**src/rtl/disp_pkg.sv**
```systemverilog
// Shared definitions for the display source arbiter: digit geometry,
// the blank code, the grant FSM state type and a priority helper.
package disp_pkg;

  localparam int DIGITS = 6;
  localparam int NIB_W  = 4;
  localparam logic [NIB_W-1:0] BLANK_CODE = 4'ha;

  typedef enum logic {
    S_DEF,
    S_OWN
  } state_t;

  // Highest set bit index of v; 0 when no bit above bit 0 is set.
  // Callers clear bit 0, so 0 reads as "no non-default request".
  function automatic logic [2:0] hi_idx(input logic [7:0] v);
    logic [2:0] r;
    r = 3'd0;
    for (int i = 1; i < 8; i++) begin
      if (v[i]) r = 3'(i);
    end
    return r;
  endfunction

endpackage

```
**src/rtl/disp_src_arbiter_blink_gen.sv**
```systemverilog
// Blink cadence generator: phase_on toggles every DIV cycles.
// Ports: clk, rst_n (async low), restart (clear + phase ON), phase_on.
module blink_gen
  #(parameter int DIV = 25_000_000)
  (
  input  logic clk,
  input  logic rst_n,
  input  logic restart,
  output logic phase_on
);

  localparam int CW = (DIV > 1) ? $clog2(DIV) : 1;
  localparam logic [CW-1:0] LAST = CW'(DIV - 1);

  logic [CW-1:0] r_cnt;
  logic          r_phase;

  always_ff @(posedge clk or negedge rst_n) begin
    if (!rst_n) begin
      r_cnt   <= '0;
      r_phase <= 1'b1;
    end else if (restart) begin
      r_cnt   <= '0;
      r_phase <= 1'b1;
    end else if (r_cnt == LAST) begin
      r_cnt   <= '0;
      r_phase <= ~r_phase;
    end else begin
      r_cnt   <= r_cnt + CW'(1);
    end
  end

  assign phase_on = r_phase;

endmodule

```
**src/rtl/disp_src_arbiter.sv**
```systemverilog
// Display source arbiter: grants the 6-digit display to one source,
// enforces a minimum hold, and blank-masks digits on a blink cadence.
// Ports: clk, rst_n (async low), req, src_hex, src_dp, src_blink in;
//        hex0..hex5, dp_out (registered), gnt (one-hot), cur_src out.
// Build option: DISP_ARB_BLINK_EN compiles in blink_gen and masking.
module disp_src_arbiter
  import disp_pkg::*;
  #(
  parameter int N_SRC     = 3,
  parameter int HOLD_CYC  = 50_000_000,
  parameter int BLINK_DIV = 25_000_000
  )(
  input  logic                    clk,
  input  logic                    rst_n,
  input  logic [N_SRC-1:0]        req,
  input  logic [N_SRC*24-1:0]     src_hex,
  input  logic [N_SRC*6-1:0]      src_dp,
  input  logic [N_SRC*6-1:0]      src_blink,
  output logic [3:0]              hex0,
  output logic [3:0]              hex1,
  output logic [3:0]              hex2,
  output logic [3:0]              hex3,
  output logic [3:0]              hex4,
  output logic [3:0]              hex5,
  output logic [5:0]              dp_out,
  output logic [N_SRC-1:0]        gnt,
  output logic [$clog2(N_SRC)-1:0] cur_src
);

  localparam int CW = $clog2(N_SRC);
  localparam int HW = (HOLD_CYC > 1) ? $clog2(HOLD_CYC) : 1;
  localparam logic [HW-1:0] HOLD_LD = HW'(HOLD_CYC - 1);
  localparam int DW = DIGITS * NIB_W;

  state_t            r_state, w_state_nx;
  logic [CW-1:0]     r_cur, w_cur_nx;
  logic [HW-1:0]     r_hold, w_hold_nx;
  logic [N_SRC-1:0]  r_gnt, w_gnt_nx;
  logic [DW-1:0]     r_hex, w_hex_nx;
  logic [DIGITS-1:0] r_dp, w_dp_nx;

  logic [7:0]        w_req_ext, w_low_ext;
  logic [CW-1:0]     w_hi, w_lo;
  logic              w_chg;
  logic [DW-1:0]     w_sel_hex;
  logic [DIGITS-1:0] w_sel_dp;
  logic [DIGITS-1:0] w_mask;

  // Request vectors with bit 0 cleared; w_low_ext keeps only
  // sources strictly below the current owner.
  always_comb begin
    w_req_ext = '0;
    w_low_ext = '0;
    for (int k = 1; k < N_SRC; k++) begin
      w_req_ext[k] = req[k];
      w_low_ext[k] = req[k] & (k < int'(r_cur));
    end
  end

  assign w_hi = CW'(hi_idx(w_req_ext));
  assign w_lo = CW'(hi_idx(w_low_ext));

  always_comb begin
    w_state_nx = r_state;
    w_cur_nx   = r_cur;
    w_hold_nx  = (r_hold == '0) ? '0 : r_hold - HW'(1);
    unique case (r_state)
      S_DEF: begin
        if (w_hi != '0) begin
          w_state_nx = S_OWN;
          w_cur_nx   = w_hi;
          w_hold_nx  = HOLD_LD;
        end
      end
      S_OWN: begin
        // Preemption is checked first so it beats a same-cycle expiry.
        if (w_hi > r_cur) begin
          w_cur_nx  = w_hi;
          w_hold_nx = HOLD_LD;
        end else if (r_hold == '0 && !req[r_cur]) begin
          if (w_lo != '0) begin
            w_cur_nx  = w_lo;
            w_hold_nx = HOLD_LD;
          end else begin
            w_state_nx = S_DEF;
            w_cur_nx   = '0;
            w_hold_nx  = '0;
          end
        end
      end
      default: begin
        w_state_nx = S_DEF;
        w_cur_nx   = '0;
        w_hold_nx  = '0;
      end
    endcase
  end

  assign w_chg = (w_cur_nx != r_cur);

  always_comb begin
    w_gnt_nx = '0;
    w_gnt_nx[w_cur_nx] = 1'b1;
  end

  always_ff @(posedge clk or negedge rst_n) begin
    if (!rst_n) begin
      r_state <= S_DEF;
      r_cur   <= '0;
      r_hold  <= '0;
      r_gnt   <= N_SRC'(1);
    end else begin
      r_state <= w_state_nx;
      r_cur   <= w_cur_nx;
      r_hold  <= w_hold_nx;
      r_gnt   <= w_gnt_nx;
    end
  end

  assign w_sel_hex = src_hex[int'(r_cur)*DW +: DW];
  assign w_sel_dp  = src_dp[int'(r_cur)*DIGITS +: DIGITS];

`ifdef DISP_ARB_BLINK_EN
  logic w_phase_on;

  blink_gen #(.DIV(BLINK_DIV)) u_blink (
    .clk      (clk),
    .rst_n    (rst_n),
    .restart  (w_chg),
    .phase_on (w_phase_on)
  );

  assign w_mask = w_phase_on ? '0
                : src_blink[int'(r_cur)*DIGITS +: DIGITS];
`else
  logic w_unused_blink;
  assign w_unused_blink = ^src_blink ^ w_chg;
  assign w_mask = '0;
`endif

  always_comb begin
    w_hex_nx = '0;
    w_dp_nx  = '0;
    for (int d = 0; d < DIGITS; d++) begin
      w_hex_nx[d*NIB_W +: NIB_W] = w_mask[d] ? BLANK_CODE
                                 : w_sel_hex[d*NIB_W +: NIB_W];
      w_dp_nx[d] = w_mask[d] | w_sel_dp[d];
    end
  end

  always_ff @(posedge clk or negedge rst_n) begin
    if (!rst_n) begin
      r_hex <= {DIGITS{BLANK_CODE}};
      r_dp  <= '1;
    end else begin
      r_hex <= w_hex_nx;
      r_dp  <= w_dp_nx;
    end
  end

  assign hex0    = r_hex[3:0];
  assign hex1    = r_hex[7:4];
  assign hex2    = r_hex[11:8];
  assign hex3    = r_hex[15:12];
  assign hex4    = r_hex[19:16];
  assign hex5    = r_hex[23:20];
  assign dp_out  = r_dp;
  assign gnt     = r_gnt;
  assign cur_src = r_cur;

endmodule
```
**config.mk**
```make
export PLATFORM = sky130hd
export DESIGN_NAME = disp_src_arbiter
export DESIGN_NICKNAME = d
export VERILOG_FILES = /design/src/rtl/disp_pkg.sv /design/src/rtl/disp_src_arbiter_blink_gen.sv /design/src/rtl/disp_src_arbiter.sv
export SDC_FILE = /design/constraint.sdc
export NUM_CORES = 1
export LEC_CHECK = 0
export ABC_AREA = 1
export BUFFER_PORTS_ARGS = -buffer_cell sky130_fd_sc_hd__buf_4
export CORE_ASPECT_RATIO = 1.25
export CORE_MARGIN = 2
export CORE_UTILIZATION = 40
export DETAILED_ROUTE_END_ITERATION = 6
export GPL_ROUTABILITY_DRIVEN = 0
export PLACE_DENSITY_LB_ADDON = 0.12
export SYNTH_ARGS = -nofsm -noshare
export SYNTH_HDL_FRONTEND = slang
export SYNTH_SLANG_ARGS = --single-unit
```
**constraint.sdc**
```tcl
create_clock -name clk -period 2.5 [get_ports clk]
set_input_delay 0.5 -clock clk [delete_from_list [all_inputs] [get_ports clk]]
set_output_delay 0.5 -clock clk [all_outputs]
set_load 0.005 [all_outputs]
```
# After elaboration in Yosys (flattened, before gate mapping)
# Index checks and enable logic that the tools add are counted.
[totals]
register_bits = 62
in_bits = 113
out_inout_bits = 35
[op_classes]
add_sub_neg = 1
n_mul = 2
n_lt_le_gt_ge = 6
shift = 2
muxes = 24
bitwise = 3
reduce_logical = 6
[op_table]
columns = ["op", "count"]
rows = [
  ["two-way mux 26 bit", 5],
  ["variable part select 72 x 8 -> 24 bit", 1],
  ["one-hot mux 26 bit (2 select lines)", 1],
  ["logical NOT 26 bit", 1],
  ["subtractor 26 x 1 -> 26 bit (second input constant)", 1],
  ["variable part select 18 x 6 -> 6 bit", 1],
  ["two-way mux 2 bit", 6],
  ["multiplier 2 x 2 -> 4 bit (second input constant)", 2],
  ["two-way mux 1 bit", 8],
  ["less-than comparator 2 x 3 -> 1 bit (second input constant)", 2],
  ["one-hot mux 2 bit (2 select lines)", 1],
  ["nonzero test 2 bit", 2],
  ["AND 1 bit", 2],
  ["binary-select mux 1 bit (select 2 bit)", 1],
  ["demux 1 bit (select 2 bit)", 1],
  ["greater-or-equal comparator 2 x 1 -> 1 bit (second input constant)", 1],
  ["> comparator 2 bit", 1],
  ["logical AND 1 bit", 2],
  ["less-than comparator 1 x 2 -> 1 bit (first input constant)", 1],
  ["less-than comparator 2 bit (first input constant)", 1],
  ["one-hot mux 1 bit (2 select lines)", 1],
  ["logical NOT 1 bit", 1],
  ["inverter 1 bit", 1],
]

# Depth between registers and ports, before layout
[logic_depth]
depth_word = 13
mapped_depth = 12
depth_no_buf = 11

# Least setup slack after synthesis
# Ideal clock, no wire load.
[synth_timing]
path_kind = "flip-flop to flip-flop"
startpoint = "register r_cur[1], in the netlist cur_src[1]"
endpoint = "register r_state"
setup_time_ns = 0.138
arrival_ns = 1.968
required_ns = 2.362
path_slack_ns = 0.393
stages_incl_launch_ff = 13
path_buffers = 4
period_less_slack_ns = 2.107
path_cell_list = "dfrtp_1 -> buf_4 -> inv_2 -> clkbuf_1 -> ha_1 -> inv_1 -> o21bai_1 -> nand3_1 -> nand2_1 -> inv_1 -> buf_2 -> buf_2 -> nand4_1"
[synth_between]
elab_chain_cells = 9
elab_cells_between_ends = 16
classes_between = "order compare: 3; mux: 8; bitwise: 2; reduce/logical: 3"
[synth_rtl]
columns = ["element", "line", "source"]
rows = [
  ["start, declared", "disp_src_arbiter.sv:36", "logic [CW-1:0] r_cur, w_cur_nx;"],
  ["start signal, assigned", "disp_src_arbiter.sv:114", "r_cur <= w_cur_nx;"],
  ["less-than comparator 1 x 2 -> 1 bit", "disp_src_arbiter.sv:56", "w_low_ext[k] = req[k] & (k < int'(r_cur));"],
  ["AND 1 bit", "disp_src_arbiter.sv:56", ""],
  ["two-way mux 1 bit", "disp_pkg.sv:20", "if (v[i]) r = 3'(i);"],
  ["two-way mux 2 bit", "disp_pkg.sv:20", ""],
  ["nonzero test 2 bit", "disp_src_arbiter.sv:81", "if (w_lo != '0) begin"],
  ["two-way mux 1 bit", "disp_src_arbiter.sv:81", ""],
  ["two-way mux 1 bit", "disp_src_arbiter.sv:80", "end else if (r_hold == '0 && !req[r_cur]) begin"],
  ["two-way mux 1 bit (*)", "disp_src_arbiter.sv:77", "if (w_hi > r_cur) begin"],
  ["one-hot mux 1 bit (2 select lines) (*)", "disp_src_arbiter.sv:67", "unique case (r_state)"],
  ["net w_state_nx", "disp_src_arbiter.sv:35", "state_t r_state, w_state_nx;"],
  ["end signal, assigned", "disp_src_arbiter.sv:113", "r_state <= w_state_nx;"],
  ["end, declared", "disp_src_arbiter.sv:35", ""],
]
# The timed path passes the listed nets; every way through them passes the cells marked *. The select of a mux whose other input is x is not followed.

# Worst setup path in the final report
[layout_timing]
startpoint = "register r_hold[0]"
endpoint = "register r_hold[1]"
[layout_between]
elab_chain_cells = 5
elab_cells_between_ends = 8
classes_between = "add/sub: 1; mux: 5; reduce/logical: 2"
[layout_rtl]
columns = ["element", "line", "source"]
rows = [
  ["start, declared", "disp_src_arbiter.sv:37", "logic [HW-1:0] r_hold, w_hold_nx;"],
  ["start signal, assigned", "disp_src_arbiter.sv:115", "r_hold <= w_hold_nx;"],
  ["subtractor 26 x 1 -> 26 bit or logical NOT 26 bit (tied branches)", "disp_src_arbiter.sv:66, disp_src_arbiter.sv:80", ""],
  ["two-way mux 26 bit or logical AND 1 bit (tied branches)", "disp_src_arbiter.sv:66, disp_src_arbiter.sv:80", ""],
  ["two-way mux 26 bit", "disp_src_arbiter.sv:80", ""],
  ["two-way mux 26 bit", "disp_src_arbiter.sv:77", ""],
  ["one-hot mux 26 bit (2 select lines) (*)", "disp_src_arbiter.sv:67", ""],
  ["net w_hold_nx[1]", "disp_src_arbiter.sv:37", ""],
]
# The timed path passes the listed nets; every way through them passes the cells marked *.

==> impl_results.html <==
<table>
<tr><th>Metric</th><th>Value</th></tr>
<tr><th colspan="2">Drt</th></tr>
<tr><td>DRC violations left</td><td>0</td></tr>
<tr><td>Number of iterations in the first detailed-routing pass</td><td>4</td></tr>
<tr><td>ANT nets after route</td><td>0</td></tr>
<tr><td>DR iter-0 viols</td><td>156</td></tr>
<tr><td>Via-to-Cell Ratio</td><td>approximately 5.1</td></tr>
<tr><td>WL per Instance</td><td>14.3 µm</td></tr>
<tr><td>Total wire length</td><td>9.11 mm</td></tr>
<tr><td>Overall via count from detail_route</td><td>around 3,300</td></tr>
<tr><th colspan="2">Synth</th></tr>
<tr><td>Synth Register Bits</td><td>62</td></tr>
<tr><td>Dominant register cell in the synthesized netlist</td><td>sky130_fd_sc_hd__dfrtp_1</td></tr>
<tr><td>Library cell occupying the most area in the post-synthesis netlist</td><td>sky130_fd_sc_hd__dfrtp_1</td></tr>
<tr><td>Post-synthesis sequential area ratio</td><td>0.455</td></tr>
<tr><td>Distinct cells, synth</td><td>40</td></tr>
<tr><td>Number of cells produced by synthesis</td><td>just over 400</td></tr>
<tr><td>Leading post-synthesis cells by cell area</td><td>sky130_fd_sc_hd__dfrtp_1, sky130_fd_sc_hd__dfstp_2, sky130_fd_sc_hd__o21ai_0</td></tr>
<tr><td>Number of enable flip-flop cells after synthesis</td><td>0</td></tr>
<tr><td>Mean instance size in the synthesized netlist</td><td>8.46 µm²</td></tr>
<tr><td>Top-area cell type share of the netlist area</td><td>0.311</td></tr>
<tr><td>Synthesized net count</td><td>525</td></tr>
<tr><td>Syn. warnings</td><td>0</td></tr>
<tr><td>Async set-or-reset flop fraction in the synthesized netlist</td><td>1.00</td></tr>
<tr><td>Synthesized area</td><td>3460 µm²</td></tr>
<tr><th colspan="2">Setup path</th></tr>
<tr><td>Worst reg2reg endpoint</td><td>r_hold[1]$_DFF_PN0_</td></tr>
<tr><td>Signal arrival time at the worst endpoint</td><td>2.13 ns</td></tr>
<tr><td>Reg2reg setup slack</td><td>0.62 ns</td></tr>
<tr><td>Depth of the worst register-to-register path</td><td>8</td></tr>
<tr><td>Crit path max fanout</td><td>18</td></tr>
<tr><td>Kind of end point of the critical path</td><td>register</td></tr>
<tr><td>Worst setup SP type</td><td>register</td></tr>
<tr><td>Crit path launch</td><td>r_hold[0]$_DFF_PN0_</td></tr>
<tr><td>Worst R2R Start</td><td>r_hold[0]$_DFF_PN0_</td></tr>
<tr><td>Setup crit end</td><td>r_hold[1]$_DFF_PN0_</td></tr>
<tr><td>Data required, critical path</td><td>2.75 ns</td></tr>
<tr><td>Critical path class</td><td>reg2reg</td></tr>
<tr><th colspan="2">Timing</th></tr>
<tr><td>Max-slew violation count</td><td>0</td></tr>
<tr><td>Clock tree skew after final layout</td><td>0.00662 ns</td></tr>
<tr><td>Least-Margin Pin Slew</td><td>approximately 0.78 ns</td></tr>
<tr><td>Total of endpoints with negative setup slack in the final report</td><td>0</td></tr>
<tr><td>Final worst path period share</td><td>0.752</td></tr>
<tr><td>Unrepaired setup endpoints after global routing</td><td>false</td></tr>
<tr><td>Post-layout minimum cycle time</td><td>~1.9 ns</td></tr>
<tr><td>Fmax</td><td>532 MHz</td></tr>
<tr><td>Final setup TNS</td><td>0 ns</td></tr>
<tr><td>Final hold viol count</td><td>0</td></tr>
<tr><td>Worst slew margin</td><td>0.483</td></tr>
<tr><th colspan="2">Finish</th></tr>
<tr><td>Fill cell instance count of the final layout</td><td>780</td></tr>
<tr><td>Cell area after layout</td><td>4720 µm²</td></tr>
<tr><td>Sequential Area</td><td>1580 µm²</td></tr>
<tr><td>Fraction of layout cells with a size suffix above 1</td><td>0.393</td></tr>
<tr><td>Post-layout utilization of the core</td><td>0.566</td></tr>
<tr><td>Area occupied by multi-input gates</td><td>1710 µm²</td></tr>
<tr><td>Net count reported at finish</td><td>653</td></tr>
<tr><td>Synth-to-layout area growth</td><td>36.3%</td></tr>
<tr><td>Ant. Diodes</td><td>0</td></tr>
<tr><th colspan="2">Min path</th></tr>
<tr><td>Worst hold path class</td><td>in2async</td></tr>
<tr><th colspan="2">Pwr</th></tr>
<tr><td>Switching power summed over all nets</td><td>1470 µW</td></tr>
<tr><td>Pwr Total</td><td>4150 µW</td></tr>
<tr><td>Internal power</td><td>2680 µW</td></tr>
<tr><td>Power share of the clock group</td><td>0.214</td></tr>
<tr><td>Logic gate share of total power</td><td>0.421</td></tr>
<tr><td>Pwr per Cell Area</td><td>879 nW/µm²</td></tr>
<tr><td>Switching part of the total power</td><td>0.353</td></tr>
<tr><td>Leak pwr</td><td>0.00228 µW</td></tr>
<tr><td>Register share of total power</td><td>0.365</td></tr>
<tr><td>Largest vdd supply drop</td><td>437 µV</td></tr>
<tr><th colspan="2">Die</th></tr>
<tr><td>Die Area</td><td>9410 µm²</td></tr>
<tr><td>Row count</td><td>37</td></tr>
<tr><td># IOs</td><td>148</td></tr>
<tr><td>Width of the chip</td><td>87.2 µm</td></tr>
<tr><td>Initial cell density of the core</td><td>0.415</td></tr>
<tr><td>Height of the die</td><td>108 µm</td></tr>
<tr><td>Area inside the core boundary</td><td>8330 µm²</td></tr>
<tr><th colspan="2">Clocking</th></tr>
<tr><td>Number of sinks on the clock net</td><td>62</td></tr>
<tr><td>Hold bufs inserted after CTS</td><td>0</td></tr>
<tr><td>Post-CTS Repair Setup Buffers</td><td>0</td></tr>
<tr><td>CTS tree</td><td>built</td></tr>
<tr><td>Depth of the CTS H-tree</td><td>3</td></tr>
<tr><td>Post-CTS clock slew at the launch and capture registers of the worst setup and hold paths</td><td>0.06 ns</td></tr>
<tr><td>Resize count post-CTS</td><td>0</td></tr>
<tr><td>Clock insertion delay at the later pin of the skew report</td><td>0.34 ns</td></tr>
<tr><td>Clock root buffer</td><td>sky130_fd_sc_hd__clkbuf_8</td></tr>
<tr><td>Bufs on Longest Clock Path</td><td>2</td></tr>
<tr><td>Clock buffers created by TritonCTS</td><td>9</td></tr>
<tr><th colspan="2">Placed design</th></tr>
<tr><td>Count of input and output buffers</td><td>129</td></tr>
<tr><td>HPWL after detailed placement</td><td>around 6.8 mm</td></tr>
<tr><td>Area post-placement</td><td>4520 µm²</td></tr>
<tr><th colspan="2">Status</th></tr>
<tr><td>Run status</td><td>finished, final reports clean</td></tr>
<tr><th colspan="2">Global route</th></tr>
<tr><td>First-pass GRT wire length</td><td>15.4 mm</td></tr>
<tr><td>Number of antenna violations at the first check in global routing</td><td>0</td></tr>
<tr><td>All-Layer GR Usage</td><td>0.210</td></tr>
<tr><td>Overflow left after global routing</td><td>0</td></tr>
<tr><td>Number of global-route vias before repair</td><td>3,342</td></tr>
<tr><td>Largest net degree at the start of global routing</td><td>63</td></tr>
<tr><th colspan="2">Job</th></tr>
<tr><td>Total of max-cap violations</td><td>0</td></tr>
</table>
==> state kept, by name (all words and copies together) (netlist names) <==
signal,cells
cur_src,2
dp_out,6
gnt,3
r_hex,24
r_hold,26
r_state,1
==> per-layer routing <==
metal  GRT usage  part of all wire  vias to the layer above  routed length, µm
met1       0.229              0.39                     1528               3540
met4      0.0835             0.020                        0                178
met3      0.0718             0.077                       15                706
met5           0                 0                        -                  0
met2       0.371              0.51                      107               4690
li1            -                 -                     1624                  -
==> critical path, stage by stage (launching register included) <==
cell                       delay, ns
sky130_fd_sc_hd__dfrtp_1        0.41
sky130_fd_sc_hd__inv_1          0.09
sky130_fd_sc_hd__ha_1           0.24
sky130_fd_sc_hd__nand2_4        0.13
sky130_fd_sc_hd__nor2_8         0.15
sky130_fd_sc_hd__nand2_4        0.09
sky130_fd_sc_hd__nor2_8         0.16
sky130_fd_sc_hd__nand4_4        0.32
sky130_fd_sc_hd__o211ai_1       0.21
==> stage by stage <==
stage          setup slack, ns  cells  hold WS [ns]
6_report                 0.620    639         0.243
5_1_grt                  0.444    639         0.296
4_1_cts                  0.612    639         0.269
3_5_place_dp             0.498    623         0.535
3_3_place_gp             0.506    623         0.542
2_1_floorplan            0.393    409         0.204
==> worst min-delay path by stage <==
stage / start / to / slack [ns] / cells past startpoint
6_report: rst_n / r_hex[0]$_DFF_PN0_ / 0.24 / 1
5_1_grt: rst_n / r_hex[0]$_DFF_PN0_ / 0.30 / 1
4_1_cts: rst_n / r_hold[11]$_DFF_PN0_ / 0.27 / 1
3_5_place_dp: r_hold[0]$_DFF_PN0_ / r_hold[0]$_DFF_PN0_ / 0.53 / 1
3_3_place_gp: r_hold[0]$_DFF_PN0_ / r_hold[0]$_DFF_PN0_ / 0.54 / 1
2_1_floorplan: rst_n / cur_src[0]$_DFF_PN0_ / 0.20 / 0
==> Yosys cell counts (2+ instances only) <==
cell type,count
sky130_fd_sc_hd__inv_2,3
sky130_fd_sc_hd__a21oi_1,4
sky130_fd_sc_hd__buf_2,2
sky130_fd_sc_hd__nand4_1,3
sky130_fd_sc_hd__o21ai_0,57
sky130_fd_sc_hd__or2_2,3
sky130_fd_sc_hd__nand2_1,37
sky130_fd_sc_hd__nand2_2,6
sky130_fd_sc_hd__inv_1,20
sky130_fd_sc_hd__nand2_4,4
sky130_fd_sc_hd__nand3_2,10
sky130_fd_sc_hd__o21ai_1,7
sky130_fd_sc_hd__ha_1,3
sky130_fd_sc_hd__nor2_2,7
sky130_fd_sc_hd__nor3b_1,2
sky130_fd_sc_hd__xnor2_1,6
sky130_fd_sc_hd__a21oi_2,2
sky130_fd_sc_hd__dfstp_2,19
sky130_fd_sc_hd__xor2_1,8
sky130_fd_sc_hd__nor2_1,72
sky130_fd_sc_hd__o211ai_1,8
sky130_fd_sc_hd__nor2_8,4
sky130_fd_sc_hd__nand3_1,46
sky130_fd_sc_hd__a21o_1,2
sky130_fd_sc_hd__clkbuf_1,14
sky130_fd_sc_hd__nor3_1,4
sky130_fd_sc_hd__dfrtp_1,43
==> final cells by class <==
type                            instances  share of cell area
Timing Repair Buffer                  136               0.216
Tap cell                               97              0.0257
Sequential cell                        62               0.334
Inverter                               23              0.0183
Clock inverter                          4             0.00955
Clock buffer                           12              0.0329
Multi-Input combinational cell        305               0.363
==> layout by cell type (no fill, tap or decap), types with 6 or more instances in the layout <==
master                       n
sky130_fd_sc_hd__nor2_2      7
sky130_fd_sc_hd__xnor2_1     6
sky130_fd_sc_hd__dfrtp_1    43
sky130_fd_sc_hd__clkbuf_8   11
sky130_fd_sc_hd__o21ai_1     7
sky130_fd_sc_hd__nand3_1    46
sky130_fd_sc_hd__xor2_1      8
sky130_fd_sc_hd__o21ai_0    57
sky130_fd_sc_hd__o211ai_1    8
sky130_fd_sc_hd__buf_4     136
sky130_fd_sc_hd__dfstp_2    19
sky130_fd_sc_hd__nand2_1    37
sky130_fd_sc_hd__nand3_2    10
sky130_fd_sc_hd__nor2_1     72
sky130_fd_sc_hd__nand2_2     6
sky130_fd_sc_hd__inv_1      20
==> logic make-up after synthesis <==
logic type,count (synthesis),synth area share
AO/OA/AOI/OAI,85,0.140
AND/OR/NAND/NOR,203,0.309
flip-flops,62,0.455
XOR/XNOR,14,0.0354
adder cells (fa/ha/maj),3,0.0109
buffers and inverters,42,0.0495
==> power by group through the flow <==
stage | registers [µW] | clock network, µW | logic, µW
after floorplan | 1560 | 0 | 884
after global placement | 1530 | 0 | 1740
after detailed placement | 1530 | 0 | 1760
after CTS | 1520 | 914 | 1770
after global routing | 1550 | 971 | 1950
final | 1510 | 888 | 1740
(Power assumes the default switching activity.)
